[src/rtl/rename_fl_unit.sv]
// Register-rename stage: speculative RAT, committed RRAT and a circular free list.
// Takes one rename per cycle, returns registers at commit, and restores from the RRAT on flush.
module rename_fl_unit #(
  parameter int unsigned ARCH_REGS = 32,
  parameter int unsigned PHYS_REGS = 64,
  localparam int unsigned AW = $clog2(ARCH_REGS),
  localparam int unsigned PW = $clog2(PHYS_REGS)
) (
  input  logic          clk,
  input  logic          rstn,
  input  logic          in_valid,
  output logic          in_ready,
  input  logic [AW-1:0] in_rs1,
  input  logic [AW-1:0] in_rs2,
  input  logic [AW-1:0] in_rd,
  input  logic          in_rd_we,
  output logic          out_valid,
  input  logic          out_ready,
  output logic [PW-1:0] out_ps1,
  output logic [PW-1:0] out_ps2,
  output logic [PW-1:0] out_pd,
  output logic [PW-1:0] out_old_pd,
  output logic          out_alloc,
  input  logic          commit_valid,
  input  logic [AW-1:0] commit_rd,
  input  logic [PW-1:0] commit_pd,
  input  logic          flush,
  output logic [PW:0]   free_count
);

  localparam int unsigned FL_DEPTH = PHYS_REGS - ARCH_REGS;
  localparam int unsigned FW       = $clog2(FL_DEPTH);

  logic [PW-1:0] rat      [ARCH_REGS];
  logic [PW-1:0] rrat     [ARCH_REGS];
  logic [PW-1:0] rrat_nxt [ARCH_REGS];
  logic [PW-1:0] fl       [FL_DEPTH];
  logic [FW-1:0] head;
  logic [FW-1:0] commit_head;
  logic [FW-1:0] tail;

  logic need;
  logic accept;
  logic commit_en;
  logic [FW-1:0] commit_head_nxt;

  // Handshake and allocation decode, from registered state only
  always_comb begin
    need      = in_rd_we && (in_rd != '0);
    in_ready  = !flush && (!out_valid || out_ready) && (!need || (free_count != '0));
    accept    = in_valid && in_ready;
    commit_en = commit_valid && (commit_rd != '0);
    commit_head_nxt = commit_en ? commit_head + 1'b1 : commit_head;
  end

  // Committed map after this cycle's commit; forwarded into the RAT on flush
  always_comb begin
    rrat_nxt = rrat;
    if (commit_en) rrat_nxt[commit_rd] = commit_pd;
  end

  always_ff @(posedge clk) begin
    if (!rstn) begin
      for (int i = 0; i < ARCH_REGS; i++) begin
        rat[i]  <= PW'(i);
        rrat[i] <= PW'(i);
      end
      for (int k = 0; k < FL_DEPTH; k++) fl[k] <= PW'(ARCH_REGS + k);
      head        <= '0;
      commit_head <= '0;
      tail        <= '0;
      free_count  <= (PW+1)'(FL_DEPTH);
      out_valid   <= 1'b0;
      out_ps1     <= '0;
      out_ps2     <= '0;
      out_pd      <= '0;
      out_old_pd  <= '0;
      out_alloc   <= 1'b0;
    end else begin
      // Retire: the previous committed mapping of rd becomes free
      if (commit_en) begin
        fl[tail] <= rrat[commit_rd];
        tail     <= tail + 1'b1;
      end
      commit_head <= commit_head_nxt;
      rrat        <= rrat_nxt;

      if (flush) begin
        rat        <= rrat_nxt;
        head       <= commit_head_nxt;
        free_count <= (PW+1)'(FL_DEPTH);
        out_valid  <= 1'b0;
      end else begin
        free_count <= free_count - (PW+1)'(accept && need) + (PW+1)'(commit_en);
        if (accept) begin
          out_valid <= 1'b1;
          out_ps1   <= (in_rs1 == '0) ? '0 : rat[in_rs1];
          out_ps2   <= (in_rs2 == '0) ? '0 : rat[in_rs2];
          if (need) begin
            out_pd     <= fl[head];
            out_old_pd <= rat[in_rd];
            out_alloc  <= 1'b1;
            rat[in_rd] <= fl[head];
            head       <= head + 1'b1;
          end else begin
            out_pd     <= '0;
            out_old_pd <= '0;
            out_alloc  <= 1'b0;
          end
        end else if (out_valid && out_ready) begin
          out_valid <= 1'b0;
        end
      end
    end
  end

endmodule

[config.mk]
export PLATFORM = sky130hd
export DESIGN_NAME = rename_fl_unit
export DESIGN_NICKNAME = d
export VERILOG_FILES = /design/src/rtl/rename_fl_unit.sv
export SDC_FILE = /design/constraint.sdc
export NUM_CORES = 1
export LEC_CHECK = 0
export BUFFER_PORTS_ARGS = -buffer_cell sky130_fd_sc_hd__buf_2
export CAP_MARGIN = 20
export CORE_ASPECT_RATIO = 0.8
export CORE_MARGIN = 5
export CORE_UTILIZATION = 55
export DETAILED_ROUTE_END_ITERATION = 8
export PLACE_DENSITY_LB_ADDON = 0.25
export SYNTH_ARGS = -nofsm -noshare
export SYNTH_HDL_FRONTEND = slang
export SYNTH_SLANG_ARGS = --single-unit
export TNS_END_PERCENT = 10
[constraint.sdc]
create_clock -name clk -period 9.65 [get_ports clk]
set_clock_uncertainty 0.2 [all_clocks]
set_input_delay 1.93 -clock clk [delete_from_list [all_inputs] [get_ports clk]]
set_output_delay 1.93 -clock clk [all_outputs]
set_load 0.05 [all_outputs]
==> flow_summary.ini, run 1 <==
[run_status]
status = finished clean

[clock_network]
clkSlewWorstSetupHoldPaths_ns = 0.06
cts_tree = done
cts.path.max_buffers = 3
htree_num_levels = 2
post-cts-setup-buffers = 0
ctsRootBufferMaster = clkbuf_16
clkSinkCount = 629
cts_made_buffers = 61
clkLatencyLatePin_ns = 0.66
ctsHoldBuffers = 0
post_cts_resize_count = 0

[yosys]
ys_types = 77
yosys_warnings = 0
synth_area_per_cell_sq_um = 10.9
synth_area_sq_um = 31600
postSynth.asyncResetShare = 0
syn-num-nets = 2933
synth_top_area_share = 0.277
synth.most_common_cell = dfxtp_1
synth.area.top_cells = dfxtp_1 (28%), mux4_2 (18%), edfxtp_1 (18%)
yosysSeqAreaShare = 0.460
synth_edf_count = 192
synth_common_cells = dfxtp_1 (437), nand2_1 (406), mux4_2 (258)
syn_inst = 2884
synth_top_area_cell = dfxtp_1
synth_flop_cell = dfxtp_1
synth_seq_cells = 629

[pwr]
switching_share = 0.271
power.switching_w = 0.00169
power_frac_comb = 0.130
ir_drop_mv = 0.129
p_clk_frac = 0.416
leakage_nw = 11.7
p_per_area_nw_per_um2 = 180
internal-power_w = 0.00454
p_seq_frac = 0.454

[drt]
num_vias = 26600
wl_mm = 118
dr.pass1.iters = 8
avgViaCountPerCell = 7.30
drc = 0
antenna_left = 0
routedWlPerCell_um = 32.3
drtIter0Drc = 4849

[global_routing]
overflow = 0
gr-usage-all-layers = 0.366
grt_pass1_vias = 24900
grt_pass1_wl_mm = 171
grt_max_degree = 78
antenna_found_initial = 7

[setup_path]
r2r_end = rat[161]
crit_type = in -> out
worst-endpoint-required_ns = 7.52
reg2reg_depth = 7
critical_path_arrival_ns = 3.89
reg2reg_slack_ns = 5.60
start_kind = input port
critPathCaptureType = primary output
crit_path_max_fanout = 55

[placement]
place_area_sq_um = 32400
port_buffers = 66
place_hpwl_mm = 81.2
gp_congestion = 1.06

[timing]
fmax_mhz = 166
tightest_slew_ns = 1.29
finalSetupViolCount = 0
grt_setup_unrepaired = false
hold_viol_final = 0
post-route-period-util = 0.624
slew_headroom = 0.136
fin_setup_tns_ns = 0
slew_violations = 0
finalCriticalPeriod_ns = 6.02

[cells_and_area]
stdcell_area_sq_um = 34700
nFillCells = 4501
syn_to_final_growth_pct = 9.87
nNetsFinal = 2873
drive_gt1_frac = 0.189

[floorplanning]
core_region_area_sq_um = 56800
rows = 78
start_util = 0.556
die_w_um = 278
die_y_um = 224
ios = 67
die-area_sq_um = 62300

[hold_path]
hold_path_end = out_pd[3]
worstHoldStart = out_pd[3]
worstHoldPathType = reg -> reg
min_path_cells = 2

[run]
cap_viol_max_count = 0
state kept, by name, summed over array words and instances, names as in the netlist, named ones only:
register,flops
rrat,192
rat,192
out_valid,1
out_ps2,6
out_ps1,6
commit_head,5
out_pd,6
fl,192
out_old_pd,6
out_alloc,1
tail,5
head,5
free_count,7
placed cells by master, fill, tap and decap left out, drive strengths merged, types with 38 or more instances in the layout:
master and n:
edfxtp 192, mux4 258, a32oi 50, o21ai 163, nand2 406, a22oi 110, buf 126, a21oi 113
nor2 251, mux2i 155, dfxtp 437, clkbuf 90, a211oi 38, nand3 104
per-stage QoR:
stage	instances	power (W)	utilization	hold slack, ns	worst slack (ns)
after floorplan	2884	0.00335	-	0.248	4.35
after global placement	3513	0.00363	0.570	0.233	3.69
after detailed placement	3516	0.00365	0.571	0.243	3.68
after CTS	3632	0.00618	0.609	0.255	3.68
after global routing	3637	0.00636	0.611	0.267	3.61
final	3640	0.00623	0.611	0.248	3.63
cells by family after synthesis:
family,synth area share
AO/OA/AOI/OAI,0.123
adder cells (fa/ha/maj),0.00658
multiplexers,0.241
flip-flops,0.460
XOR/XNOR,0.00444
buffers and inverters,0.0362
AND/OR/NAND/NOR,0.130
how the worst max path moves through the flow:
stage	startpoint	endpoint	slack, ns	depth (start not counted)
2_1_floorplan	commit_rd[0]	free_count[6]	4.35	18
3_3_place_gp	commit_rd[1]	free_count[6]	3.69	15
3_5_place_dp	in_rd[1]	in_ready	3.68	6
4_1_cts	in_rd[1]	in_ready	3.68	6
5_1_grt	in_rd[1]	in_ready	3.61	6
6_report	in_rd[1]	in_ready	3.63	6
metal layers:
layer / track usage / up-vias / routed length [um]
met3: 0.159 / 381 / 20800
li1: - / 10800 / -
met5: 0 / - / 42
met2: 0.506 / 2335 / 47800
met1: 0.520 / 13100 / 43800
met4: 0.125 / 6 / 5230
layout make-up:
class                      count  area [sq um]  area share
inverter                      21          81.3     0.00234
clock inverter                27           368      0.0106
tap                          760           951      0.0274
multi-input combinational   1984         16100       0.464
antenna                        3          7.51    0.000216
clock buffer                  89          1790      0.0515
timing repair buffer         127           900      0.0259
sequential                   629         14500       0.418
power by group through the flow:
stage	Sequential [W]	Combinational, W	Clock (W)
floorplan	0.00289	0.000458	0
global placement	0.00288	0.000746	0
detailed placement	0.00289	0.000760	0
CTS	0.00283	0.000762	0.00259
global route	0.00283	0.000826	0.00270
finish	0.00283	0.000807	0.00259
worst max-delay path: stages:
cell and delay, ns:
buf_2 0.10, buf_4 0.40, or2_1 0.40, o21ai_2 0.54
o211a_1 0.25, buf_2 0.26
Power figures use the tool's default switching activity.
==> run 2: changes to the inputs <==
==> constraint.sdc (replaced) <==
create_clock -name clk -period 5 [get_ports clk]
set_clock_uncertainty 0.2 [all_clocks]
set_input_delay 1 -clock clk [delete_from_list [all_inputs] [get_ports clk]]
set_output_delay 1 -clock clk [all_outputs]
set_load 0.05 [all_outputs]
==> flow_summary.ini, run 2 (synthesis gave the netlist of run 1 again) <==
[run_status]
status = finished, violations left
violations = DRC

[clock_network]
cts.path.max_buffers = 3
htree_num_levels = 2
post-cts-setup-buffers = 0
post_cts_resize_count = 0
clkSlewWorstSetupHoldPaths_ns = 0.07
cts_tree = done
clkSinkCount = 629
ctsHoldBuffers = 0
clkLatencyLatePin_ns = 0.65
cts_made_buffers = 61
ctsRootBufferMaster = clkbuf_16

[setup_path]
crit_type = reg -> reg
critPathCaptureType = flop
reg2reg_depth = 6
start_kind = flop
critical_path_arrival_ns = 4.25
worst-endpoint-required_ns = 5.32
crit_path_max_fanout = 34

[floorplanning]
ios = 67
die_w_um = 278
core_region_area_sq_um = 56800
die-area_sq_um = 62300
start_util = 0.556
die_y_um = 224
rows = 78

[cells_and_area]
reg.largest.list = fl: 192 flops, rat: 192 flops, rrat: 192 flops
syn_to_final_growth_pct = 9.80
stdcell_area_sq_um = 34700
layout_common_cells = dfxtp_1 (435), nand2_1 (405), mux4_2 (258), nor2_1 (249), edfxtp_1 (192)
fin_cells = 3659
nNetsFinal = 2896
final_common_cell = dfxtp_1
drive_gt1_frac = 0.194

[drt]
num_vias = 26900
routedWlPerCell_um = 32.5
avgViaCountPerCell = 7.35
drc = 1
antenna_left = 0
dr.pass1.iters = 8
wl_mm = 119
drtIter0Drc = 5100

[timing]
tightest_slew_ns = 1.26
fin_setup_tns_ns = 0
hold_viol_final = 0
slew_violations = 0
post-route-period-util = 0.785
slew_headroom = 0.157
finalSetupViolCount = 0
fmax_mhz = 255
grt_setup_unrepaired = false
finalCriticalPeriod_ns = 3.93

[pwr]
ir_drop_mv = 0.322
leakage_nw = 11.7
p_per_area_nw_per_um2 = 339

[run]
cap_viol_max_count = 0

[global_routing]
grt_pass1_wl_mm = 172
grt_max_degree = 126
gr-usage-all-layers = 0.370
grt_pass1_vias = 25200
antenna_found_initial = 10
overflow = 0

[placement]
dp_cells = 3544
port_buffers = 66
place_area_sq_um = 32700
place_hpwl_mm = 83.2
gp_congestion = 0.994

[hold_path]
min_path_cells = 2
worstHoldPathType = reg -> reg
## run 2: changes by cell type in the layout (fill, tap and decap cells not counted), sizes merged
cell      delta
buf         +24
bufinv       -4
clkinv       +3
clkinvlp     +7
clkbuf      -11
inv          -1
diode        +1
## run 2: where the power goes
part           switching [W]  internal (W)  total [W]
clock                0.00210       0.00261    0.00471
combinational        0.00110      0.000465    0.00156
sequential          0.000109       0.00536    0.00547
## run 2: metrics by stage
stage | worst slack (ns) | power, W | hold slack, ns | utilization
after detailed placement | 0.559 | 0.00706 | 0.243 | 0.575
after global routing | 0.930 | 0.0120 | 0.278 | 0.610
final | 1.07 | 0.0117 | 0.257 | 0.610
after CTS | 1.18 | 0.0117 | 0.258 | 0.610
after global placement | 0.549 | 0.00704 | 0.228 | 0.575
after floorplan | 0.631 | 0.00647 | 0.248 | -
## run 2: layer usage
layer,vias to the layer above,wire length (um),part of all wire,track usage
met3,363,21300,0.18,0.166
li1,10900,-,-,-
met5,-,161,0.0014,0
met1,13200,44500,0.37,0.525
met4,16,5040,0.042,0.133
met2,2430,47900,0.40,0.505
## run 2: critical path, stage by stage, from the launching register on
cell and delay [ns]:
dfxtp_2 0.93, buf_4 0.30, mux4_2 0.35, mux4_2 0.71
mux2i_4 0.91, buf_4 0.29, o22ai_1 0.08
## run 2: final timing paths
check	endpoint	start	slack [ns]
worst max-delay path	rat[71]	flop	1.07
worst max register to register	rat[71]	flop	1.07
worst min register to register	out_pd[2]	out_pd[2]	0.26
worst min-delay path	out_pd[2]	out_pd[2]	0.26
## run 2: final cells by class
class / count / area [sq um]
Clock inverter: 32 / 307
Fill cell: 4573 / 22100
Timing Repair Buffer: 150 / 1050
Sequential cell: 629 / 14500
Clock buffer: 79 / 1680
Tap cell: 760 / 951
Antenna cell: 4 / 10.0
Inverter: 21 / 81.3
Multi-Input combinational cell: 1984 / 16100
